$ cat config.mk
export PLATFORM = sky130hd
export DESIGN_NAME = sa_autosa_sdp_rdma_rdarb
export DESIGN_NICKNAME = d
export VERILOG_FILES = /design/src/rtl/sa_autosa_sdp_rdma_rdarb.sv
export SDC_FILE = /design/constraint.sdc
export NUM_CORES = 1
export LEC_CHECK = 0
export BUFFER_PORTS_ARGS = -buffer_cell sky130_fd_sc_hd__buf_2
export CAP_MARGIN = 20
export CORE_AREA = 2 2 536 538
export DETAILED_ROUTE_END_ITERATION = 16
export DIE_AREA = 0 0 538 540
export MAX_ROUTING_LAYER = met4
export SLEW_MARGIN = 0
export SYNTH_ARGS = -nofsm -noshare
export SYNTH_HDL_FRONTEND = slang
export SYNTH_SLANG_ARGS = --single-unit
$ cat constraint.sdc
create_clock -name autosa_core_clk -period 7.5 [get_ports autosa_core_clk]
set_input_delay 0.375 -clock autosa_core_clk [delete_from_list [all_inputs] [get_ports autosa_core_clk]]
set_output_delay 0.375 -clock autosa_core_clk [all_outputs]
set_load 0.01 [all_outputs]
$ cat src/rtl/sa_autosa_sdp_rdma_rdarb.sv
`default_nettype none
// sa_autosa_sdp_rdma_rdarb: 3-way round-robin DMA read arbiter with latency-FIFO
// credit tracking and a tag FIFO that steers read responses back to their requester.
module sa_autosa_sdp_rdma_rdarb #(
  parameter int LAT_DEPTH = 256,
  parameter int TAG_DEPTH = 8
) (
  input  logic         autosa_core_clk,
  input  logic         autosa_core_rstn,
  input  logic         cfg_en,
  input  logic [78:0]  req0_pd,
  input  logic         req0_vld,
  output logic         req0_rdy,
  input  logic [78:0]  req1_pd,
  input  logic         req1_vld,
  output logic         req1_rdy,
  input  logic [78:0]  req2_pd,
  input  logic         req2_vld,
  output logic         req2_rdy,
  output logic [256:0] rsp0_pd,
  output logic         rsp0_vld,
  input  logic         rsp0_rdy,
  output logic [256:0] rsp1_pd,
  output logic         rsp1_vld,
  input  logic         rsp1_rdy,
  output logic [256:0] rsp2_pd,
  output logic         rsp2_vld,
  input  logic         rsp2_rdy,
  output logic [78:0]  dma_rd_req_pd,
  output logic         dma_rd_req_vld,
  input  logic         dma_rd_req_rdy,
  input  logic [256:0] dma_rd_rsp_pd,
  input  logic         dma_rd_rsp_vld,
  output logic         dma_rd_rsp_rdy,
  input  logic         lat_fifo_pop,
  output logic         dma_rd_cdt_lat_fifo_pop,
  output logic         idle,
  output logic         rsp_err,
  output logic [8:0]   credits
);

  localparam int TAG_AW = (TAG_DEPTH > 1) ? $clog2(TAG_DEPTH) : 1;
  localparam int TAG_CW = $clog2(TAG_DEPTH + 1);
  localparam logic [8:0] CRED_MAX = 9'(LAT_DEPTH);

  wire clk   = autosa_core_clk;
  wire rst_n = autosa_core_rstn;

  logic [78:0] req_pd [3];
  logic [2:0]  req_vld;
  logic [15:0] cost [3];
  logic [2:0]  elig;
  logic [2:0]  grant;
  logic        win;
  logic [1:0]  win_id;
  logic [78:0] win_pd;
  logic [8:0]  win_cost;
  logic [1:0]  rr_ptr;

  logic [16:0]       tag_mem [TAG_DEPTH];
  logic [TAG_AW-1:0] tag_wr;
  logic [TAG_AW-1:0] tag_rd;
  logic [TAG_CW-1:0] tag_cnt;
  logic              tag_empty;
  logic              tag_full;
  logic              tag_pop;
  logic [16:0]       head;
  logic [1:0]        head_id;
  logic [14:0]       head_size;
  logic [14:0]       beat_cnt;
  logic              route_rdy;
  logic              rsp_acc;
  logic              out_free;
  logic              pop_ok;

  assign req_pd[0] = req0_pd;
  assign req_pd[1] = req1_pd;
  assign req_pd[2] = req2_pd;
  assign req_vld   = {req2_vld, req1_vld, req0_vld};

  function automatic logic [1:0] rr_idx(input logic [1:0] ptr, input int k);
    logic [2:0] s;
    s = {1'b0, ptr} + 3'(k);
    if (s >= 3'd3) s = s - 3'd3;
    return s[1:0];
  endfunction

  function automatic logic [TAG_AW-1:0] ptr_inc(input logic [TAG_AW-1:0] p);
    return (p == TAG_AW'(TAG_DEPTH - 1)) ? '0 : p + 1'b1;
  endfunction

  // Tag FIFO head and response steering
  assign tag_empty = (tag_cnt == '0);
  assign head      = tag_mem[tag_rd];
  assign head_id   = head[16:15];
  assign head_size = head[14:0];

  always_comb begin
    route_rdy = 1'b1;
    case (head_id)
      2'd0:    route_rdy = rsp0_rdy;
      2'd1:    route_rdy = rsp1_rdy;
      2'd2:    route_rdy = rsp2_rdy;
      default: route_rdy = 1'b1;
    endcase
  end

  assign dma_rd_rsp_rdy = tag_empty ? 1'b1 : route_rdy;
  assign rsp_acc  = dma_rd_rsp_vld && dma_rd_rsp_rdy && !tag_empty;
  assign tag_pop  = rsp_acc && (beat_cnt == head_size);
  // A completing response frees its slot in time for a grant in the same cycle.
  assign tag_full = (tag_cnt == TAG_CW'(TAG_DEPTH)) && !tag_pop;

  assign rsp0_pd  = dma_rd_rsp_pd;
  assign rsp1_pd  = dma_rd_rsp_pd;
  assign rsp2_pd  = dma_rd_rsp_pd;
  assign rsp0_vld = rst_n && dma_rd_rsp_vld && !tag_empty && (head_id == 2'd0);
  assign rsp1_vld = rst_n && dma_rd_rsp_vld && !tag_empty && (head_id == 2'd1);
  assign rsp2_vld = rst_n && dma_rd_rsp_vld && !tag_empty && (head_id == 2'd2);

  assign out_free = !dma_rd_req_vld || dma_rd_req_rdy;

  always_comb begin
    for (int n = 0; n < 3; n++) begin
      cost[n] = {1'b0, req_pd[n][78:64]} + 16'd1;
      elig[n] = req_vld[n] && cfg_en && ({7'd0, credits} >= cost[n]) && !tag_full && out_free;
    end
  end

  // Round-robin search begins at rr_ptr, the requester after the last winner.
  always_comb begin
    win      = 1'b0;
    win_id   = 2'd0;
    win_pd   = '0;
    win_cost = '0;
    for (int k = 0; k < 3; k++) begin
      if (!win && elig[rr_idx(rr_ptr, k)]) begin
        win      = 1'b1;
        win_id   = rr_idx(rr_ptr, k);
        win_pd   = req_pd[rr_idx(rr_ptr, k)];
        win_cost = {1'b0, req_pd[rr_idx(rr_ptr, k)][71:64]} + 9'd1;
      end
    end
  end

  always_comb begin
    grant = 3'b000;
    if (win && rst_n) grant[win_id] = 1'b1;
  end

  assign req0_rdy = grant[0];
  assign req1_rdy = grant[1];
  assign req2_rdy = grant[2];

  assign pop_ok = lat_fifo_pop && (credits != CRED_MAX);
  assign idle   = !dma_rd_req_vld && tag_empty && (credits == CRED_MAX);

  always_ff @(posedge clk or negedge rst_n) begin
    if (!rst_n) begin
      dma_rd_req_vld          <= 1'b0;
      dma_rd_req_pd           <= '0;
      rr_ptr                  <= 2'd0;
      credits                 <= CRED_MAX;
      rsp_err                 <= 1'b0;
      dma_rd_cdt_lat_fifo_pop <= 1'b0;
    end else begin
      if (win) begin
        dma_rd_req_vld <= 1'b1;
        dma_rd_req_pd  <= win_pd;
        rr_ptr         <= (win_id == 2'd2) ? 2'd0 : win_id + 2'd1;
      end else if (dma_rd_req_rdy) begin
        dma_rd_req_vld <= 1'b0;
      end
      // win_cost never exceeds credits, so the subtraction cannot wrap.
      credits <= credits - (win ? win_cost : 9'd0) + (pop_ok ? 9'd1 : 9'd0);
      if ((lat_fifo_pop && !pop_ok) || (dma_rd_rsp_vld && tag_empty)) rsp_err <= 1'b1;
      dma_rd_cdt_lat_fifo_pop <= lat_fifo_pop;
    end
  end

  always_ff @(posedge clk or negedge rst_n) begin
    if (!rst_n) begin
      tag_wr   <= '0;
      tag_rd   <= '0;
      tag_cnt  <= '0;
      beat_cnt <= '0;
    end else begin
      if (win) tag_wr <= ptr_inc(tag_wr);
      if (tag_pop) tag_rd <= ptr_inc(tag_rd);
      if (win && !tag_pop) tag_cnt <= tag_cnt + 1'b1;
      else if (!win && tag_pop) tag_cnt <= tag_cnt - 1'b1;
      if (tag_pop) beat_cnt <= '0;
      else if (rsp_acc) beat_cnt <= beat_cnt + 15'd1;
    end
  end

  always_ff @(posedge clk) begin
    if (win) tag_mem[tag_wr] <= {win_id, win_pd[78:64]};
  end

endmodule
`default_nettype wire
==> reports/qor.txt <==
CP Depth -> 25
Sink count of the clock tree -> 254
Final #Nets -> 2906
Worst Tran Pin Value -> 1.15 ns
Synth area leaders -> buf_4 (25%), edfxtp_1 (18%), dfrtp_1 (13%), nand2_1 (5.6%), mux2i_1 (5.0%)
Clock-pin slew on the worst setup and hold paths -> 0.07 ns
Crit-path max cell delay -> 0.57 ns
#FFs+latches synth -> 254
Worst setup startpoint -> tag_rd[0]
Worst setup path endpoint -> credits[8]
Routed Antenna Nets -> 0
Final hold vios -> 0
Fin crit share -> 83.8%
Overflow after GRT -> 0
Crit path DAT -> 6.85 ns
Die area -> 0.291 mm2
HP Class -> in2reg
Worst-Skew Late Latency -> 0.68 ns
Worst Clk Skew -> 0.0545 ns
Post-detailed-placement half-perimeter wirelength -> 146000 um
Placed insts -> 5971
CP endpoint kind -> register
Slew margin rel. -> 23.3%
Num CTS Buffers -> 30
R2R Setup Slk -> 1.22 ns
Vias in the first global route -> 17.7k
Core ar. -> 0.284 mm2
Longest Clk Path Bufs -> 3
Ys Warns -> 0
# setup viols final -> 0
Top_reg_cell synth -> edfxtp_1
DR vias -> 18.5k
Startpoint Class -> register
R2R depth -> 25
Count of cell types in the netlist -> 79
Post-Synthesis Cell Area -> 0.0233 mm2
Wirelength, routed -> 171000 um
Sum Neg Setup Slack -> 0 ns
Final max-slew violation count -> 0
FF-to-FF End -> credits[8]
First-pass GRT wire length -> 210000 um
Avg Cell Area, Syn -> 8.65 um2
IO Count -> 1376
Area Overhead vs Synth -> 11.8%
Drt pass-1 iters -> 5
Status -> finished, final reports clean
# Max-Cap Violations -> 0
Wirelength per Cell -> 27.9 um
EDFF count, synth -> 136
1st-iter DRT viols -> 1519
DRC Markers -> 0
Largest net degree at the start of global routing -> 82
Share of cells above drive strength 1 -> 21.8%
Via/cell ratio -> 3.02
P_leak -> 9.19 nW
Reg2reg start -> tag_rd[0]
Cell Count, Final, Fillers Out -> 6133
Post-CTS sizing -> 0
CTS tree -> built
Kind of cell adding the most delay to the critical path -> simple AND/OR/NAND/NOR gates
Core Rows -> 196
Maximum VDD drop -> 0.000191 V
IO Port Bufs -> 347
Effective utilization at floorplan -> 8.18%
Min cycle time layout -> 6.28 ns
RSZ-0062 raised after global routing -> false
Die H -> 540 um
Synth Instances -> 2691
Pwr/cell area -> 264 mW/mm2
Slowest cell on crit path -> mux4_2
Post-synth top area cell -> buf_4
Ys async rst share -> 46.5%
Critical Path RT -> 8.06 ns
CP Buf/Inv Count -> 4
CP max FO -> 32
Sequential-to-total area share from yosys stat -> 30.2%
Initial antenna violation count -> 17
Share of the synthesized area in the top cell type -> 25.0%
RD Place Congestion -> 0.847
CP Class -> reg2reg
Max frequency -> 159 MHz
Root buf cell -> clkbuf_16
Gr usage total -> 11.5%
Die width -> 538 um
H-tree levels -> 1
[cell type report]
| class | count | area, um2 |
|---|---|---|
| clock inverter | 19 | 255 |
| antenna | 8 | 20.0 |
| sequential | 254 | 7040 |
| multi-input combinational | 1523 | 9980 |
| tap | 3762 | 4710 |
| inverter | 41 | 154 |
| clock buffer | 37 | 817 |
| fill | 33100 | 258000 |
| timing repair buffer | 489 | 3050 |
[cell usage after synthesis, drive strengths merged, types with 3 or more instances]
| cell | instances |
|---|---|
| buf | 812 |
| nand2 | 349 |
| a21oi | 176 |
| o21ai | 147 |
| edfxtp | 136 |
| mux2i | 118 |
| dfrtp | 117 |
| clkbuf | 100 |
| a22oi | 86 |
| nor2 | 80 |
| ha | 59 |
| nand3 | 48 |
| xor2 | 45 |
| o211ai | 42 |
| inv | 40 |
| nor2b | 35 |
| xnor2 | 29 |
| mux4 | 24 |
| a211oi | 23 |
| a221oi | 21 |
| o22ai | 21 |
| nor3 | 17 |
| and2 | 13 |
| nand4 | 13 |
| and3 | 12 |
| a222oi | 11 |
| a21o | 10 |
| nand2b | 10 |
| nor3b | 9 |
| nor4 | 8 |
| a2111oi | 6 |
| mux2 | 6 |
| or4 | 5 |
| nand3b | 4 |
| o21a | 4 |
| o21bai | 4 |
| a211o | 3 |
| and4 | 3 |
| nor4b | 3 |
| o2111ai | 3 |
| o2bb2ai | 3 |
| or2 | 3 |
| or3 | 3 |
[worst min path at each step]
stage          depth (start not counted)             start                 to  slack [ns]
2_1_floorplan                          0  autosa_core_rstn        beat_cnt[0]        0.08
3_3_place_gp                           1  autosa_core_rstn          rr_ptr[1]        0.36
3_5_place_dp                           1  autosa_core_rstn          rr_ptr[1]        0.36
4_1_cts                                3        req1_pd[9]   dma_rd_req_pd[9]        0.02
5_1_grt                                3       req1_pd[17]  dma_rd_req_pd[17]        0.08
6_report                               3       req1_pd[17]  dma_rd_req_pd[17]        0.09
[sequential cells by signal (all words and copies together) (netlist names)]
signal and cells:
dma_rd_req_pd 79, tag_cnt 4, dma_rd_cdt_lat_fifo_pop 1, rr_ptr 2, dma_rd_req_vld 1, beat_cnt 15
tag_wr 3, tag_mem 136, credits 9, tag_rd 3, rsp_err 1
[routing by layer]
metal  up-vias  global-route usage (%)  share of wire (%)
li1       7896                       -                  -
met1      8564                    7.36                 22
met2      1928                    17.7                 44
met3       155                    15.6                 31
met4         0                    2.63                2.5
met5         -                       -                  0
[worst reg2reg max path, stage by stage, from the launching register on]
cell      delay [ns]
dfrtp_1         0.41
buf_4           0.46
mux4_2          0.58
mux2i_1         0.20
xor2_1          0.20
nand4_1         0.17
or4_4           0.49
nor4_2          0.46
nor2_2          0.25
or2_0           0.31
o22ai_1         0.37
and2_1          0.21
ha_1            0.23
inv_1           0.06
ha_1            0.15
inv_1           0.06
fa_1            0.40
inv_1           0.07
a21oi_1         0.07
o21bai_1        0.21
a21oi_1         0.10
o21bai_1        0.19
a21o_1          0.15
a21oi_1         0.07
xnor2_1         0.20
xnor2_1         0.15
[cells in the final DEF, fill, tap and decap left out, types with 13 or more instances in the layout]
cell / Yosys / layout
mux4_2: 24 / 24
o22ai_1: 21 / 21
nand3_1: 48 / 47
nor2b_1: 35 / 35
xor2_1: 45 / 45
o211ai_1: 42 / 42
ha_1: 59 / 57
o21ai_0: 135 / 135
conb_1: 1 / 40
buf_4: 776 / 44
a221oi_1: 19 / 19
nor3_1: 16 / 14
xnor2_1: 29 / 29
buf_2: 22 / 346
and2_1: 13 / 13
edfxtp_1: 136 / 136
a211oi_1: 21 / 21
nand2_1: 348 / 348
clkbuf_16: 0 / 30
mux2i_1: 117 / 117
a21oi_1: 176 / 175
dlygate4sd3_1: 0 / 98
nor2_1: 77 / 73
inv_1: 40 / 39
a22oi_1: 86 / 86
dfrtp_1: 117 / 117
[kinds of logic after synthesis]
group | count (synthesis) | synth area share (%)
other | 1 | 0.0161
muxes | 148 | 7.70
and+or+nand+nor | 618 | 12.1
adders and majority gates | 62 | 3.39
DFF | 254 | 30.2
xor gates and xnor gates | 74 | 2.78
buffers and inverters | 953 | 28.2
AOI/OAI and AO/OA | 581 | 15.7
[repair_timing]
| action | CTS | global route |
|---|---|---|
| setup endpoints to repair | 0 | 0 |
| hold buffers | 98 | 0 |
| buffers inserted | 0 | 0 |
| endpoints found under the hold margin | 92 | 0 |
[per-stage QoR]
step | area, um2 | util [%] | power (mW) | setup slack (ns) | hold slack (ns)
after detailed placement | 23900 | 8.42 | 5.08 | 1.23 | 0.357
after CTS | 26000 | 9.14 | 6.97 | 1.19 | 0.0164
final | 26000 | 9.15 | 6.86 | 1.22 | 0.0870
after global routing | 26000 | 9.15 | 7.36 | 0.738 | 0.0798
after floorplan | 23400 | - | 4.32 | 1.98 | 0.0794
after global placement | 23900 | 8.42 | 5.06 | 1.23 | 0.358
[power breakdown]
group | internal [mW] | switching (mW)
combinational | 1.26 | 1.96
clock | 0.924 | 0.715
sequential | 1.74 | 0.262
total | 3.93 | 2.93
(Power assumes the default switching activity.)
